$ cat src/rtl/step_pattern_sequencer.sv
// 16-step on/off pattern sequencer: key presses toggle steps, a tempo
// counter walks the playhead and fires a fixed-width gate on active steps.
module step_pattern_sequencer #(
  parameter int TICKS_PER_STEP = 12_500_000,
  parameter int GATE_TICKS     = 1_000_000,
  parameter int RELEASE_TICKS  = 200_000
) (
  input  logic        clk,
  input  logic        rst,
  input  logic        button_pressed,
  input  logic [3:0]  button_index,
  input  logic        run,
  output logic [15:0] pattern,
  output logic [3:0]  step,
  output logic        step_start,
  output logic        gate,
  output logic        toggle_strobe
);

  localparam int TW = (TICKS_PER_STEP > 2) ? $clog2(TICKS_PER_STEP) : 1;
  localparam int RW = (RELEASE_TICKS > 2) ? $clog2(RELEASE_TICKS) : 1;
  // one extra code point so the counter can hold GATE_TICKS itself
  localparam int GW = $clog2(GATE_TICKS + 1);

  typedef enum logic {IDLE, HELD} press_t;

  press_t          state, state_nx;
  logic [RW-1:0]   rel_cnt, rel_nx;
  logic            do_toggle;
  logic [TW-1:0]   tick;
  logic [GW-1:0]   gate_cnt;
  logic            run_q;

  always_comb begin
    state_nx  = state;
    rel_nx    = rel_cnt;
    do_toggle = 1'b0;
    unique case (state)
      IDLE: begin
        if (button_pressed) begin
          do_toggle = 1'b1;
          rel_nx    = '0;
          state_nx  = HELD;
        end
      end
      HELD: begin
        if (button_pressed) begin
          rel_nx = '0;
        end else if (rel_cnt == RW'(RELEASE_TICKS - 1)) begin
          rel_nx   = '0;
          state_nx = IDLE;
        end else begin
          rel_nx = rel_cnt + 1'b1;
        end
      end
    endcase
  end

  always_ff @(posedge clk) begin
    if (rst) begin
      state         <= IDLE;
      rel_cnt       <= '0;
      pattern       <= '0;
      toggle_strobe <= 1'b0;
    end else begin
      state         <= state_nx;
      rel_cnt       <= rel_nx;
      toggle_strobe <= do_toggle;
      if (do_toggle)
        pattern[button_index] <= ~pattern[button_index];
    end
  end

  // gate decision sees the registered pattern, so a same-cycle toggle
  // only affects the next visit of that step
  always_ff @(posedge clk) begin
    if (rst) begin
      run_q      <= 1'b0;
      tick       <= '0;
      step       <= '0;
      step_start <= 1'b0;
      gate_cnt   <= '0;
    end else begin
      run_q      <= run;
      step_start <= 1'b0;
      if (!run) begin
        tick     <= '0;
        step     <= '0;
        gate_cnt <= '0;
      end else begin
        if (step_start && pattern[step])
          gate_cnt <= GW'(GATE_TICKS);
        else if (gate_cnt != '0)
          gate_cnt <= gate_cnt - 1'b1;
        if (!run_q) begin
          tick       <= '0;
          step       <= '0;
          step_start <= 1'b1;
        end else if (tick == TW'(TICKS_PER_STEP - 1)) begin
          tick       <= '0;
          step       <= step + 4'd1;
          step_start <= 1'b1;
        end else begin
          tick <= tick + 1'b1;
        end
      end
    end
  end

  assign gate = (gate_cnt != '0);

endmodule

$ cat config.mk
export PLATFORM = sky130hd
export DESIGN_NAME = step_pattern_sequencer
export DESIGN_NICKNAME = d
export VERILOG_FILES = /design/src/rtl/step_pattern_sequencer.sv
export SDC_FILE = /design/constraint.sdc
export NUM_CORES = 1
export LEC_CHECK = 0
export CELL_PAD_IN_SITES_DETAIL_PLACEMENT = 0
export CELL_PAD_IN_SITES_GLOBAL_PLACEMENT = 1
export CORE_MARGIN = 1.5
export CORE_UTILIZATION = 23
export CTS_CLUSTER_SIZE = 24
export DETAILED_ROUTE_END_ITERATION = 7
export PLACE_DENSITY_LB_ADDON = 0.1
export SLEW_MARGIN = 30
export SYNTH_ARGS = -nofsm -noshare
export SYNTH_HDL_FRONTEND = slang
export SYNTH_SLANG_ARGS = --single-unit
$ cat constraint.sdc
create_clock -name clk -period 4.4 [get_ports clk]
set_input_delay 1.1 -clock clk [delete_from_list [all_inputs] [get_ports clk]]
set_output_delay 1.1 -clock clk [all_outputs]
set_load 0.05 [all_outputs]
==> results.txt, run 1 <==
The tools report the root cell of the clock tree as sky130_fd_sc_hd__clkbuf_16. The clock period could shrink to 3460 ps. For the setup TNS, the log shows 0 ps. The final non-filler cell total came out at 754. The logs give 3401 for the number of global-route vias before repair and 0 for the number of diodes. The run gives 289 MHz as the achievable frequency. For the worst supply voltage drop on vdd, the log shows 0.000224 V. The leading area contributor after synthesis was sky130_fd_sc_hd__dfxtp_1. Between clock sinks in the finished design, the worst skew comes to 8.55 ps. The first global-routing pass estimated 17900 um of wire. The sequential cells in the finished layout cover a total of 1720 um^2. For the pin with the worst max-slew slack, the measured transition is 706 ps. On the final layout, the worst hold slack is 444 ps. The die is 140 um tall. The startpoint-to-endpoint class of the critical path was reg -> out.

The routed wire length is 10800 um, and the insertion delay to the later sink of the worst-skew pair is 350 ps. In this run the horizontal extent of the chip is 140 um. Origin of the critical flop-to-flop path: step[0]$_SDFFE_PP0P_. For the number of buffers inserted by hold repair at cts, the log shows 0.

Worst setup path endpoint: gate. The logs give 3513 for the total via count after detailed routing and 86 for the number of sinks driven by the clock tree. The met3 capacity usage during global routing is 3.61%, and the iteration-0 DRC count of the detailed router is 159. The post-synthesis cell type count was 56; the period utilization was 78.7%. The length in cells of the worst reg-to-reg path is 4. In this run, CTS created clock tree buffers numbering 9.

The logs give 1780 ps for the register-to-register path setup slack and 3300 ps for the critical path required time. The synthesized netlist occupies a cell area of 4290 um^2. After synthesis the netlist holds a flip-flop and latch count of 86. The number of pins exceeding their max-slew limit in the final report was 0.

Area fraction of the dominant cell type after synthesis: 40.1%. By area the synthesized netlist is led by sky130_fd_sc_hd__dfxtp_1, sky130_fd_sc_hd__nor2_1, sky130_fd_sc_hd__mux2i_1, sky130_fd_sc_hd__xnor2_1, sky130_fd_sc_hd__nand2_1. Timing analysis after detailed placement gives a worst setup slack of 1040 ps. The ratio of total power to cell area is 555 nW/um^2, and the placeable core region is 18100 um^2. Along the worst path, the maximum fanout reaches 10. After detailed routing, the number of vias per cell comes to 4.66. Buffers placed on the I/O ports in this run total 30. The logs give 1.70 nW for the static leakage power and 2430 um^2 for the combined area of the multi-input logic cells. Post-CTS timing repair inserted 0 buffers for setup. Setup slack closes at 936 ps.

Routability-driven placement finished with a final weighted congestion of 0.710. The logs give 23.6% for the initial core utilization and 0 for the number of antenna violations at the first check in global routing. Yosys mapped a number of flops with a built-in enable equal to 0. The worst hold path begins at run_q$_SDFF_PP0_.

The most instantiated flip-flop cell in the synthesis netlist is sky130_fd_sc_hd__dfxtp_1. TritonCTS built the clock tree. The clock slew at the register clock pins of the worst setup and hold paths was 60 ps.

The final hold violation count is 0. In this run the worst hold path is classified as reg -> reg. After global routing, the most crowded layer is met2. The detail route stage leaves a number of antenna-violating nets equal to 0. Across the run, the number of max-cap violations was 0. Post-CTS repair changed the size of 0 cells. Measured on the finished design, the core utilization comes to 28.1%.

The share of layout cells above drive strength 1 is 7.81%, and the synthesized netlist net count is 509. The DRC violation count after routing is 1. The critical path data arrival time is 2360 ps, and the mean area per synthesized cell is 8.64 um^2.

The die covers 19500 um^2. The endpoint type of the worst setup path is a primary output. The floorplan has 49 rows. For the number of placed I/O pins, the log shows 31. After filler insertion, the fill cell instance count of the layout stands at 1951. The buffer levels on the longest clock path is 2, and the setup violation total in the final timing report is 0. The HPWL after detailed placement is 7630 um. Setup repair after global routing left no endpoint under its margin. Compared with the post-synthesis result, the final layout area differs by 18.7%. For met2 alone, demand over resource in global routing was 19.1%. The total placed cells including tap cells is 738, and the share of the yosys chip area belonging to registers is 40.1%.

Tracing the worst setup path back leads to its startpoint at gate_cnt[0]$_SDFFE_PP0P_. By instance count, the leading cell after synthesis is sky130_fd_sc_hd__dfxtp_1. The startpoint class of the critical path was a register. Global routing finished with a remaining overflow of 0.

The checks that failed: DRC. Measured against its own limit, the worst slew margin works out to 52.6%. Counting flops with an async set or reset pin after synthesis yields a share of 0%. Total global routing track utilization: 11.7%. The H-tree generated during clock tree synthesis spans 3 levels.

The tools report the critical register-to-register path endpoint as gate_cnt[1]$_SDFFE_PP0P_. After technology mapping, the gate count stands at 497. The fraction of met1 tracks used by global routing is 14.6%, and the number of warnings issued by yosys is 0. The net count of the finished layout was 532. The total iterations of the first detailed-routing run was 6; the routed length per instance was 14.4 um. The maximum number of pins on one net before global-route repair was 25. The commonest cells after synthesis are sky130_fd_sc_hd__dfxtp_1, sky130_fd_sc_hd__nor2_1, sky130_fd_sc_hd__nand2_1. The run finished, with violations left.
==> per-stage QoR <==
stage | total power, mW | cell area (um^2)
detailed placement | 2.06 | 4790
floorplan | 1.81 | 4290
CTS | 2.87 | 5090
global route | 3.02 | 5090
global placement | 2.07 | 4790
finish | 2.82 | 5090
==> state kept, by name, summed over array words and instances, names as in the netlist <==
signal	flops
rel_cnt	18
pattern	16
step	4
state	1
tick	24
step_start	1
gate_cnt	20
run_q	1
toggle_strobe	1
==> area by class of cell <==
type                    count  share of cell area (%)
multi-input cells         380                    47.7
clock inverters             3                   0.835
flip-flops and latches     86                    33.8
well taps                 229                    5.63
clock buffers              13                    5.11
inverters                  12                   0.885
repair buffers             31                    6.04
==> metal layers <==
metal,share of wire [%],up-vias
li1,-,1815
met1,49,1654
met2,46,31
met3,3.2,13
met4,1.6,0
met5,0,-
==> cell usage in the layout, fill, tap and decap left out, drive strengths merged, types with 2 or more instances in the layout <==
cell	count
dfxtp	86
nor2	82
nand2	39
clkdlybuf4s50	30
mux2i	28
nand3	28
xnor2	23
a21oi	20
xor2	16
nor3	16
nand4	13
clkbuf	13
inv	12
nor4	12
a31oi	11
o21ai	10
and3	9
nand2b	8
nor2b	7
or3	5
and4	5
or4	5
a211oi	4
mux2	4
ha	4
o41ai	3
nor3b	3
or2	3
mux4	2
a22oi	2
o2111ai	2
o211ai	2
and2	2
nand4b	2
a41oi	2
o2bb2ai	2
==> worst max-delay path, stage by stage, from the launching register on <==
cell                              delay, ps
sky130_fd_sc_hd__dfxtp_1                330
sky130_fd_sc_hd__inv_1                   60
sky130_fd_sc_hd__ha_1                   160
sky130_fd_sc_hd__nand2b_1               230
sky130_fd_sc_hd__nor3_1                 410
sky130_fd_sc_hd__nand2_1                110
sky130_fd_sc_hd__clkdlybuf4s50_1        720
==> how the worst min path moves through the flow <==
stage	to	cells after the start	slack, ps
after floorplan	step_start$_SDFF_PP0_	1	410
after global placement	tick[0]$_SDFF_PP0_	1	440
after detailed placement	step_start$_SDFF_PP0_	1	450
after CTS	step_start$_SDFF_PP0_	1	450
after global routing	step_start$_SDFF_PP0_	1	480
final	step_start$_SDFF_PP0_	1	440
==> logic make-up (layout without fill, tap and decap cells) <==
family	after synthesis	after routing	synth area share, %
AOI/OAI and AO/OA	61	61	9.07
xor gates and xnor gates	39	39	7.96
adders and majority gates	4	4	1.17
buffers and inverters	31	59	3.29
DFF	86	86	40.1
muxes	34	34	8.63
and+or+nand+nor	242	242	29.8
==> report_power, final <==
group	leakage, nW	switching [mW]	total (mW)	internal (mW)
Clock	0.146	0.318	0.788	0.471
Combinational	0.862	0.669	1.10	0.435
Sequential	0.696	0.0817	0.931	0.849
Power figures use the tool's default switching activity.
==> inputs of run 2 (changes only) <==
==> constraint.sdc (replaced) <==
create_clock -name clk -period 3.1 [get_ports clk]
set_input_delay 0.775 -clock clk [delete_from_list [all_inputs] [get_ports clk]]
set_output_delay 0.775 -clock clk [all_outputs]
set_load 0.05 [all_outputs]
==> results.txt, run 2 (synthesis results as in run 1) <==
The run gives 38.6% (was 52.6%) as the relative max-transition margin. The worst path needs 2660 ps of the cycle, external delays included. The tools report the critical path data arrival time as 1890 ps (was 2360 ps). The number of core rows was 49 (unchanged); the worst slack after detailed placement was 351 ps (was 1040 ps).

The tools report the number of placed I/O pins as 31 (unchanged). The switching power of the nets is 1.56 mW (was 1.07 mW), and the routed wire length is 11100 um (was 10800 um). The clock slew at the register clock pins of the worst setup and hold paths works out to 60 ps (about the same). For the initial core utilization, the log shows 23.6% (unchanged). For the placeable core region, the log shows 18100 um^2 (unchanged). Total global routing track utilization: 11.9% (was 11.7%). The run gives 25 (unchanged) as the maximum number of pins on one net before global-route repair.

The run gives 1.75 nW (was 1.70 nW) as the static leakage power. Setup repair after global routing left no endpoint under its margin. The period utilization is 85.9%, and the relative contribution of combinational cells to total power is 39.8% (was 39.1%). DRC violation count after routing: 1 (unchanged).

The quantity of I/O buffers inserted on ports works out to 30 (unchanged). The tools report the critical path required time as 2320 ps (was 3300 ps). The tools report the H-tree depth as 3 (unchanged).

The setup TNS is 0 ps (unchanged). The relative area change from synthesis to final layout is 20.3% (was 18.7%), and the internal power is 2.59 mW (was 1.76 mW). The tools report the register-to-register path setup slack as 670 ps (was 1780 ps). The run gives 0 (unchanged) as the number of buffers inserted by hold repair at cts.

For the number of pins exceeding their max-slew limit in the final report, the log shows 0 (unchanged). Routed length per instance: 14.6 um (was 14.4 um). The tools report the number of global-route vias before repair as 3415 (was 3401). The biggest fanout along the worst timing path is 6 (was 10), and the height of the die is 140 um (unchanged). The total iterations of the first detailed-routing run is 6 (unchanged), and the highest cell delay on the worst timing path is 390 ps (was 720 ps). The tools report the buffer levels on the longest clock path as 2 (unchanged). The endpoint type of the worst setup path was a primary output (unchanged).

Series of cell instances along the critical path: nor4_4, and4_2, nand2_1, dlymetal6s2s_1 (was inv_1, ha_1, nand2b_1, nor3_1, nand2_1, clkdlybuf4s50_1). The worst clock skew came out at 6.02 ps (was 8.55 ps). The number of sinks driven by the clock tree was 86 (unchanged); the total congestion overflow after global routing was 0 (unchanged). The placer congestion estimate was 0.716 (was 0.710).

The iteration-0 DRC count of the detailed router came out at 206 (was 159). Number of flip-flops under the largest register name: 24 (unchanged). The share of layout cells above drive strength 1 works out to 8.83% (was 7.81%). Failing checks: DRC (unchanged). The first-pass GRT wire length came out at 18200 um (was 17900 um). The total via count after detailed routing was 3619 (was 3513). TritonCTS built the clock tree.

The final hold violation count was 0 (unchanged); the ratio of total power to cell area was 805 nW/um^2 (was 555 nW/um^2). The flow ran to the end, but the final reports show violations. The switching fraction of total power was 37.6% (was 37.8%); the setup violation total in the final timing report was 0 (unchanged). The number of vias per cell was 4.76 (was 4.66); the detailed placer's ending HPWL was 7690 um (was 7630 um). The most frequent standard cell in the layout excluding fill and tap cells was sky130_fd_sc_hd__dfxtp_1 (unchanged). Number of antenna violations at the first check in global routing: 0 (unchanged). The logs give 0 (unchanged) for the final antenna-violating net count and 0 (unchanged) for the number of diodes. The net count of the finished layout came out at 539 (was 532). Highest-count cells in the layout ignoring fill and taps: sky130_fd_sc_hd__dfxtp_1, sky130_fd_sc_hd__nor2_1, sky130_fd_sc_hd__nand2_1, sky130_fd_sc_hd__clkdlybuf4s50_1 (unchanged).

The highest-delay cell along the critical path is sky130_fd_sc_hd__nor4_4 (was sky130_fd_sc_hd__clkdlybuf4s50_1). The register with the highest flop count was tick (unchanged). For the sequential cell fraction of total power, the log shows 31.8% (was 33.0%). The startpoint class of the critical path was a register (unchanged). The tools report the root cell of the clock tree as sky130_fd_sc_hd__clkbuf_16 (unchanged). For the area of the die, the log shows 19500 um^2 (unchanged). Top cell family by delay on the critical path: simple AND/OR/NAND/NOR gates (was buffers and inverters).

Type of the most critical hold path: reg -> reg (unchanged). The achievable frequency came out at 376 MHz. The clock group share of total power was 28.4% (was 27.9%).

The least setup slack across all paths after layout is 437 ps (was 936 ps), and the actual slew at the worst max-slew pin is 921 ps (was 706 ps). Insertion delay to the later sink of the worst-skew pair: 340 ps (was 350 ps). Biggest registers after layout: tick x24, gate_cnt x20, rel_cnt x18 (unchanged). The number of buffer and inverter stages on the critical path was 1 (was 2). The worst supply voltage drop on vdd was 0.000356 V (was 0.000224 V). The die width was 140 um (unchanged).

The tools report the max-capacitance violation count as 0 (unchanged). Startpoint-to-endpoint class of the critical path: reg -> out (unchanged). The number of clock buffers inserted by TritonCTS came out at 9 (unchanged).
## run 2: cell count changes in the layout (fill, tap and decap cells not counted), sizes merged
cell	change
buf	+7
clkbuf	-1
clkinv	+1
clkdlybuf4s50	-1
bufinv	+1
dlymetal6s2s	+1
clkinvlp	-1
## run 2: routing by layer
| metal | track usage (%) | vias to the layer above | wire, um |
|---|---|---|---|
| met5 | 0 | - | 0 |
| met4 | 5.15 | 0 | 185 |
| met3 | 2.10 | 11 | 224 |
| met2 | 19.4 | 38 | 5330 |
| met1 | 15.3 | 1739 | 5370 |
| li1 | - | 1831 | - |
## run 2: cell type report
cell class	count	area (um^2)
clock inverter	4	70.1
inverter	12	45.0
clock buffer	12	246
tap	229	287
timing repair buffer	38	363
multi-input combinational	380	2430
sequential	86	1720
fill	1947	13000
## run 2: final timing paths
check / cells past startpoint / from / end
min: 1 / run_q$_SDFF_PP0_ / step_start$_SDFF_PP0_
min reg2reg: 1 / run_q$_SDFF_PP0_ / step_start$_SDFF_PP0_
max reg2reg: 7 / tick[0]$_SDFF_PP0_ / tick[4]$_SDFF_PP0_
max: 4 / gate_cnt[3]$_SDFFE_PP0P_ / gate
## run 2: power by group through the flow
stage / Sequential [mW] / Clock, mW / Combinational [mW]
2_1_floorplan: 1.33 / 0 / 1.24
3_3_place_gp: 1.34 / 0 / 1.66
3_5_place_dp: 1.34 / 0 / 1.65
4_1_cts: 1.32 / 1.23 / 1.66
5_1_grt: 1.33 / 1.29 / 1.83
6_report: 1.32 / 1.18 / 1.65
## run 2: repair_timing
item / CTS / global route
resized for setup: 0 / 1
setup buffers: 0 / 0
setup endpoints to repair: 0 / 1
## run 2: stage by stage
stage          total power, mW  hold slack (ps)  std cells  cell area (um^2)  util, %
6_report                  4.16              443        761              5160     28.4
5_1_grt                   4.45              462        761              5160     28.4
4_1_cts                   4.22              441        761              5160     28.4
3_5_place_dp              2.99              424        745              4840     26.7
3_3_place_gp              3.01              436        745              4840     26.7
2_1_floorplan             2.57              407        497              4290        -
==> inputs of run 3 (changes only) <==
--- a/config.mk
+++ b/config.mk
@@ -11,6 +11,7 @@
 export CORE_UTILIZATION = 23
 export CTS_CLUSTER_SIZE = 24
 export DETAILED_ROUTE_END_ITERATION = 7
+export GPL_TIMING_DRIVEN = 0
 export PLACE_DENSITY_LB_ADDON = 0.1
 export SLEW_MARGIN = 30
 export SYNTH_ARGS = -nofsm -noshare
==> results.txt, run 3 (synthesis results as in run 1) <==
The run finished, with violations left. Failing checks: DRC (unchanged). The worst clock skew came out at 6.75 ps (was 6.02 ps).

The fill cell instance count of the final layout is 1916 (was 1947), and the final non-filler cell total is 769 (was 761). The tools report the routed length on met2 as 5150 um (was 5330 um). Highest routing layer actually used: met4 (unchanged). The post-route met1 wirelength came out at 5200 um (was 5370 um). Setup repair after global routing left no endpoint under its margin. The relative area change from synthesis to final layout was 20.6% (was 20.3%); the number of sinks driven by the clock tree was 86 (unchanged).

Most frequent standard cell in the layout excluding fill and tap cells: sky130_fd_sc_hd__dfxtp_1 (unchanged). The highest-delay cell along the critical path was sky130_fd_sc_hd__clkdlybuf4s15_1 (was sky130_fd_sc_hd__nor4_4). The number of core rows came out at 49 (unchanged). The length in cells of the worst reg-to-reg path is 9 (was 7). The critical register-to-register path endpoint is tick[20]$_SDFF_PP0_ (was tick[4]$_SDFF_PP0_). The number of diodes is 0 (unchanged), and the iteration-0 DRC count of the detailed router is 179 (was 206). Series of cell instances along the critical path: inv_1, ha_1, nand2b_1, nor3_2, nand2_1, clkdlybuf4s15_1 (was nor4_4, and4_2, nand2_1, dlymetal6s2s_1).

The cell area reported after detailed placement was 4860 um^2 (was 4840 um^2). The final antenna-violating net count came out at 0 (unchanged). The number of global-route vias before repair is 3463 (was 3415). Highest-count cells in the layout ignoring fill and taps: sky130_fd_sc_hd__dfxtp_1, sky130_fd_sc_hd__nor2_1, sky130_fd_sc_hd__nand2_1, sky130_fd_sc_hd__mux2i_1, sky130_fd_sc_hd__nand3_1 (was sky130_fd_sc_hd__dfxtp_1, sky130_fd_sc_hd__nor2_1, sky130_fd_sc_hd__nand2_1, sky130_fd_sc_hd__clkdlybuf4s50_1). The buffer levels on the longest clock path was 2 (unchanged); the total placed cells including tap cells was 754 (was 745).

The time the final worst path needs with I/O delays and setup was 2810 ps (was 2660 ps). The quantity of I/O buffers inserted on ports was 28 (was 30); the number of flip-flops under the largest register name was 24 (unchanged). The tools report the origin of the critical flop-to-flop path as tick[0]$_SDFF_PP0_ (unchanged). The met3 wire length was 396 um (was 224 um); the max-capacitance violation count was 0 (unchanged). The tools report the maximum number of pins on one net before global-route repair as 15 (was 25). The net count of the finished layout was 547 (was 539). The tools report the number of placed I/O pins as 31 (unchanged). Launch point of the critical path: gate_cnt[0]$_SDFFE_PP0P_ (was gate_cnt[3]$_SDFFE_PP0P_).

The logs give 355 MHz (was 376 MHz) for the achievable frequency and 1720 um^2 (unchanged) for the area of all sequential standard cells. The actual slew at the worst max-slew pin was 676 ps (was 921 ps); the share of layout cells above drive strength 1 was 9.26% (was 8.83%). The clock slew at the register clock pins of the worst setup and hold paths was 60 ps (about the same); the post-route cell area was 5170 um^2 (was 5160 um^2). For the setup violation total in the final timing report, the log shows 0 (unchanged). Register with the highest flop count: tick (unchanged).

Biggest registers after layout: tick x24, gate_cnt x20, rel_cnt x18 (unchanged). The H-tree depth is 3 (unchanged). The relative max-transition margin came out at 54.6% (was 38.6%). The detailed placer's ending HPWL is 7890 um (was 7690 um).

The ratio of total power to cell area was 783 nW/um^2 (was 805 nW/um^2). The final hold violation count was 0 (unchanged). The critical path required time is 2320 ps (about the same), and the static leakage power is 1.75 nW (about the same). The biggest fanout along the worst timing path was 10 (was 6); the DRC violation count after routing was 1 (unchanged). The endpoint type of the worst setup path is a primary output (unchanged). The tightest hold margin was 439 ps (was 443 ps); the critical path data arrival time was 2040 ps (was 1890 ps).

Number of clock buffers inserted by TritonCTS: 9 (unchanged). The number of antenna violations at the first check in global routing is 0 (unchanged). Insertion delay to the later sink of the worst-skew pair: 340 ps (about the same). The number of pins exceeding their max-slew limit in the final report came out at 0 (unchanged). The height of the die is 140 um (unchanged). The logs give 3549 (was 3619) for the total via count after detailed routing and 0 (unchanged) for the total congestion overflow after global routing. The worst min-delay path startpoint was run_q$_SDFF_PP0_ (unchanged).

The number of post-CTS setup repair buffers is 0 (unchanged). The number of vias per cell came out at 4.62 (was 4.76). The startpoint-to-endpoint class of the critical path was reg -> out (unchanged). The initial core utilization is 23.6% (unchanged), and the highest cell delay on the worst timing path is 490 ps (was 390 ps).

The area of the die was 19500 um^2 (unchanged). The placeable core region was 18100 um^2 (unchanged). The total iterations of the first detailed-routing run was 6 (unchanged); the die width was 140 um (unchanged).

The placer congestion estimate is 0.706 (was 0.716), and the total global routing track utilization is 11.8% (was 11.9%). The logs give 18200 um (about the same) for the first-pass GRT wire length and 0 ps (unchanged) for the setup TNS. TritonCTS built the clock tree. The run gives 2430 um^2 (about the same) as the combined area of the multi-input logic cells. Root cell of the clock tree: sky130_fd_sc_hd__clkbuf_16 (unchanged). The period utilization was 90.8% (was 85.9%). Worst setup path endpoint: gate (unchanged). Routed length per instance: 14.2 um (was 14.6 um). The register-to-register path setup slack is 980 ps (was 670 ps).

The startpoint class of the critical path is a register (unchanged). The routed wire length is 10900 um (was 11100 um). The type of the most critical hold path is reg -> reg (unchanged). The worst supply voltage drop on vdd was 0.000290 V (was 0.000356 V).
[run 3: cell types whose count changed in the layout (fill, tap and decap cells not counted)]
cell                              previous run  this run
sky130_fd_sc_hd__dlymetal6s2s_1              1         0
sky130_fd_sc_hd__nor3_2                      2         3
sky130_fd_sc_hd__clkinvlp_4                  0         1
sky130_fd_sc_hd__clkdlybuf4s50_1            29        27
sky130_fd_sc_hd__clkbuf_8                    1         0
sky130_fd_sc_hd__buf_4                       8         3
sky130_fd_sc_hd__clkinv_4                    0         1
sky130_fd_sc_hd__buf_6                       0         1
sky130_fd_sc_hd__clkdlybuf4s15_1             0         1
sky130_fd_sc_hd__buf_2                       0         5
sky130_fd_sc_hd__clkbuf_1                    2        10
sky130_fd_sc_hd__nor3_1                     13        12
[run 3: report_power, final]
part | switching (mW) | internal, mW
clock | 0.463 | 0.705
sequential | 0.110 | 1.20
combinational | 0.954 | 0.613
[run 3: repair_timing]
item,4_1_cts,5_1_grt
setup endpoints to repair,1,1
cloned,0,0
hold buffers,0,0
gates resized for setup,2,1
[run 3: per-stage QoR]
stage | utilization, % | total power, mW | worst slack, ps
after floorplan | - | 2.57 | 972
after global placement | 26.8 | 2.96 | 140
after detailed placement | 26.8 | 2.95 | 85.5
after CTS | 28.5 | 4.14 | 25.9
after global routing | 28.5 | 4.37 | 73.1
final | 28.5 | 4.05 | 285
[run 3: metal layers]
layer / vias to the layer above / track usage (%)
met3: 9 / 2.82
li1: 1835 / -
met2: 44 / 19.3
met5: - / 0
met4: 0 / 3.82
met1: 1661 / 15.2
[run 3: layout make-up]
class	count	share of cell area [%]
Multi-Input combinational cell	380	47.0
Sequential cell	86	33.3
Tap cell	229	5.54
Timing Repair Buffer	28	5.42
Clock buffer	10	4.42
Buffer	18	1.79
Clock inverter	6	1.67
Inverter	12	0.870
[run 3: worst min path at each step]
stage	endpoint	cells after the start	slack [ps]
6_report	step_start$_SDFF_PP0_	1	440
4_1_cts	step_start$_SDFF_PP0_	1	450
2_1_floorplan	step_start$_SDFF_PP0_	1	410
3_5_place_dp	step_start$_SDFF_PP0_	1	430
5_1_grt	step_start$_SDFF_PP0_	1	470
3_3_place_gp	step_start$_SDFF_PP0_	1	430
[run 3: worst max-delay path: cells and delay by family (launching register included)]
family                     cells  cell delay [ps]
DFF                            1              370
and+or+nand+nor                3              550
buffers and inverters          2              550
adders and majority gates      1              210
==> variant 1 (config.mk and constraints of run 2) <==
Set the parameter `RELEASE_TICKS` to 800_000 (it was 200_000).
--- a/src/rtl/step_pattern_sequencer.sv
+++ b/src/rtl/step_pattern_sequencer.sv
@@ -5,3 +5,3 @@
   parameter int GATE_TICKS     = 1_000_000,
-  parameter int RELEASE_TICKS  = 200_000
+  parameter int RELEASE_TICKS  = 800_000
 ) (
Function: same outputs for any inputs over 10 cycles, from zero or initial values and one cycle with rst high; that may be too few to reach the edited logic, so the function may still have changed.
==> variant 1 against run 2 <==
Clock power increased by 14%. Area after synthesis increased by 1.5%. Sequential cell count increased by 2. Total power increased by 2.1%. Worst hold slack improved by 0.0022 ns. Critical path depth unchanged. Worst setup slack got worse by 0.095 ns. Fmax decreased by 3.5%. Final area increased by 2.8%. Wire length decreased by 0.68%. First-iteration DRC count decreased by 17%.
==> variant 1: results (changes against run 2) <==
[power_and_ir_drop]
pg_seq_mw=1.36  ; +3%
power_density_nw_per_um2=800.2  ; -0.63%
ir_drop_mv=0.3386  ; -4.8%
power_leakage_nw=1.845  ; +5.3%
power.internal_mw=2.734  ; +5.5%
comb_power_share_pct=36.1  ; -3.7 points

[place]
dpl.hpwl_mm=7.692  ; about the same
gp_congestion=0.7480  ; +4.4%
io_buffers=30  ; unchanged
place_area_um2=4938  ; +2.0%
preCtsSetupSlack_ns=0.4093  ; +0.05787 ns
dpl.cell_count=764  ; +2.6%

[worst_setup_path]
crit_fanout=5  ; -1
crit_family=simple AND/OR/NAND/NOR gates
startpoint_type=flip-flop
critPathSlowestCell=nor4_1
crit_arrival_ns=1.98  ; +0.09 ns
max_stage_delay_ns=0.49  ; +0.10 ns

[cts]
post_cts_buffers=0  ; unchanged
cts_resized=0  ; unchanged
cts-root-buf=clkbuf_16
clk_pin_slew_ns=0.07
htree_levels=3  ; unchanged
cts_buffers=9  ; unchanged
cts_buffer_depth=2  ; unchanged

[synth]
ys_types=50  ; -11%
synth_area_leaders=dfxtp_1, nor2_1, mux2i_1, xor2_1, nand2_1
synthesis.nets=524  ; +2.9%
yosys_warnings=0  ; unchanged
synth-seq-area-share_pct=40.45  ; +0.33 points
postSynth.asyncResetShare_pct=0  ; unchanged
synthTopCellsByCount=dfxtp_1, nor2_1, nand2_1, nand3_1, mux2i_1
synth-main-ff-cell=dfxtp_1
postSynthAreaPerCell_um2=8.507  ; -1.5%

[final_layout]
nNetsFinal=553  ; +2.6%
fin_area_um2=5305  ; +2.8%
drive_above_1_share_pct=8.608  ; -0.23 points
n_antenna_cell=0  ; unchanged
reg.largest.list=tick: 24 flops, gate_cnt: 20 flops, rel_cnt: 20 flops
num-fill-cells=2015  ; +3.5%

[sta]
tightest_slew_ns=0.7604  ; -0.1603 ns
skew_ns=0.01282  ; +0.006800 ns

[route]
drt_iter0_markers=170  ; -17%
firstDrtPassIters=4  ; -2
drt-total-wl_mm=11.04  ; -0.68%
wl_per_cell_um=14.15  ; -3.1%
avgViaCountPerCell=4.656  ; -2.1%

[grt]
grt_use_total_pct=11.73  ; -0.12 points
grt_pass1_wl_mm=18.54  ; +2.1%
grt_max_degree=25  ; unchanged
grt_pass1_vias=3543  ; +3.7%
antenna_found_initial=0  ; unchanged

[worst_hold_path]
hold_path.class=flip-flop to flip-flop

[run_status]
status=finished, final reports clean

## variant 1: cell types whose count changed after synthesis, moves of 4 or more
cell,change
nor3b_1,+5
o21ai_0,+8
xnor2_1,-7
a31oi_1,-8
xor2_1,+6
clkbuf_1,+7
nand4_1,+5
a32o_1,+6
nand2b_1,-4
inv_1,-4
## variant 1: layout make-up
class,instances,area share (%)
Multi-Input combinational cell,392,46.49
Timing Repair Buffer,42,7.311
Inverter,8,0.5660
Sequential cell,88,33.21
Clock buffer,9,4.245
Tap cell,234,5.519
Clock inverter,7,2.665
## variant 1: worst paths after layout
| check | start | endpoint | slack [ns] | depth (start not counted) |
|---|---|---|---|---|
| setup / recovery | gate_cnt[4]$_SDFFE_PP0P_ | gate | 0.34 | 4 |
| hold / removal | run_q$_SDFF_PP0_ | step_start$_SDFF_PP0_ | 0.44 | 1 |
| setup reg to reg | rel_cnt[9]$_SDFFE_PP0P_ | rel_cnt[9]$_SDFFE_PP0P_ | 0.62 | 5 |
| hold reg to reg | run_q$_SDFF_PP0_ | step_start$_SDFF_PP0_ | 0.44 | 1 |
## variant 1: kinds of logic (layout without fill, tap and decap cells)
family / Yosys count / in the layout / share of synthesized area (%)
xor+xnor: 38 / 38 / 7.641
mux: 34 / 34 / 9.078
simple gates: 255 / 255 / 29.88
buf+inv: 32 / 66 / 2.930
fa+ha+maj: 4 / 4 / 1.149
flops: 88 / 88 / 40.45
compound gates: 61 / 61 / 8.877
## variant 1: routing by layer
layer  vias to the layer above  wire (um)  part of all wire, %  GRT usage, %
li1                       1889          -                    -             -
met3                        13        396                  3.6         2.649
met4                         0        212                  1.9         4.770
met1                      1674       5458                   49         15.13
met2                        56       4968                   45         18.98
met5                         -          0                    0             0
==> variant 2 (config.mk and constraints of run 2) <==
Without the edit above. Make the reset (`rst`) asynchronous in 2 clocked blocks.
--- a/src/rtl/step_pattern_sequencer.sv
+++ b/src/rtl/step_pattern_sequencer.sv
@@ -58,3 +58,3 @@
 
-  always_ff @(posedge clk) begin
+  always_ff @(posedge clk or posedge rst) begin
     if (rst) begin
@@ -75,3 +75,3 @@
   // only affects the next visit of that step
-  always_ff @(posedge clk) begin
+  always_ff @(posedge clk or posedge rst) begin
     if (rst) begin
Formal check against the unedited RTL: differs if rst is asserted again (counterexample within 4 cycles, from zero or initial values and one cycle with rst high); with rst held inactive, the same outputs for 10 cycles.
==> variant 2 against run 2 <==
Worst setup slack worse by 0.25 ns. Global-route usage up 0.38 points. Area after synthesis increased by 5.8%. Wire length rose by 4.1%. Sequential cell count stayed put. Final area is 7.2% higher. Via count shrank 3.7%. Highest routed layer unchanged.
Power is not compared: it rests on default switching activity, and its combinational part moved more than twofold at a synthesized area within 25%.
==> variant 2: results (changes against run 2) <==
[run_status]
status=finished, final reports clean

[final_layout]
clock_area_share_pct=5.633  ; -0.50 points
num-nonclk-buffers=45  ; +18%
multi_input_cells=346  ; -8.9%
nNetsFinal=513  ; -4.8%
drive_above_1_share_pct=13.47  ; +4.6 points
multi_input_area_share_pct=40.75  ; -6.3 points
area_growth_pct=21.76

[worst_setup_path]
r2r_slack_ns=0.86  ; +0.19 ns
max_stage_delay_ns=0.52  ; +0.13 ns
r2r_end=rel_cnt[2]$_DFFE_PP0P_
worstRegToRegCells=5  ; -2
crit_fanout=7  ; +1

[place]
gp_congestion=0.7244  ; +1.1%
place_area_um2=5219  ; +7.8%
dpl.cell_count=754  ; +1.2%
preCtsSetupSlack_ns=0.4052  ; +0.05375 ns

[synth]
synth_area_leaders=dfrtp_1, nor2_1, mux2_2, xor2_1, nand2_1
synth-seq-area-share_pct=47.38  ; +7.3 points
synthesis.nets=474  ; -6.9%
synth_xor_area_share_pct=7.135  ; -0.82 points
synth_compound_area_share_pct=9.559  ; +0.49 points
ys_types=55  ; -1.8%
synthTopCellsByCount=dfrtp_1, nor2_1, nand2_1, nand3_1, xor2_1
postSynth.asyncResetShare_pct=100.0  ; +100 points
postSynthAreaPerCell_um2=9.852  ; +14%

[worst_hold_path]
worstHoldEndpoint=tick[0]$_DFF_PP0_
hp-start=tick[0]$_DFF_PP0_

[grt]
grt_max_degree=31  ; +24%

[route]
vias=3484  ; -3.7%
wl_per_cell_um=15.03  ; +2.9%
avgViaCountPerCell=4.525  ; -4.9%
firstDrtPassIters=4  ; -2

[sta]
skew_ns=0.007112  ; +0.001092 ns

[floorplanning]
coreArea_um2=19400  ; +6.9%

==> variant 2: changes by cell type in the layout (fill, tap and decap cells not counted), sizes merged, moves of 6 or more <==
| cell | before | now |
|---|---|---|
| buf | 8 | 16 |
| mux2i | 28 | 6 |
| xnor2 | 23 | 17 |
| dfrtp | 0 | 86 |
| mux2 | 4 | 17 |
| nor2 | 82 | 54 |
| nand2b | 8 | 0 |
| dfxtp | 86 | 0 |
| nand2 | 39 | 46 |
==> variant 2: worst max-delay path, delay by kind of cell, from the launching register on <==
| kind | cells | cell delay [ns] |
|---|---|---|
| buffers and inverters | 1 | 0.25 |
| flip-flops | 1 | 0.42 |
| AND/OR/NAND/NOR | 3 | 1.12 |
==> variant 2: routing by layer <==
metal,up-vias,track usage (%),wire length (um)
met5,-,0,0
met4,0,3.008,118
met3,6,3.332,354
met2,33,19.36,5324
met1,1714,16.51,5774
li1,1731,-,-
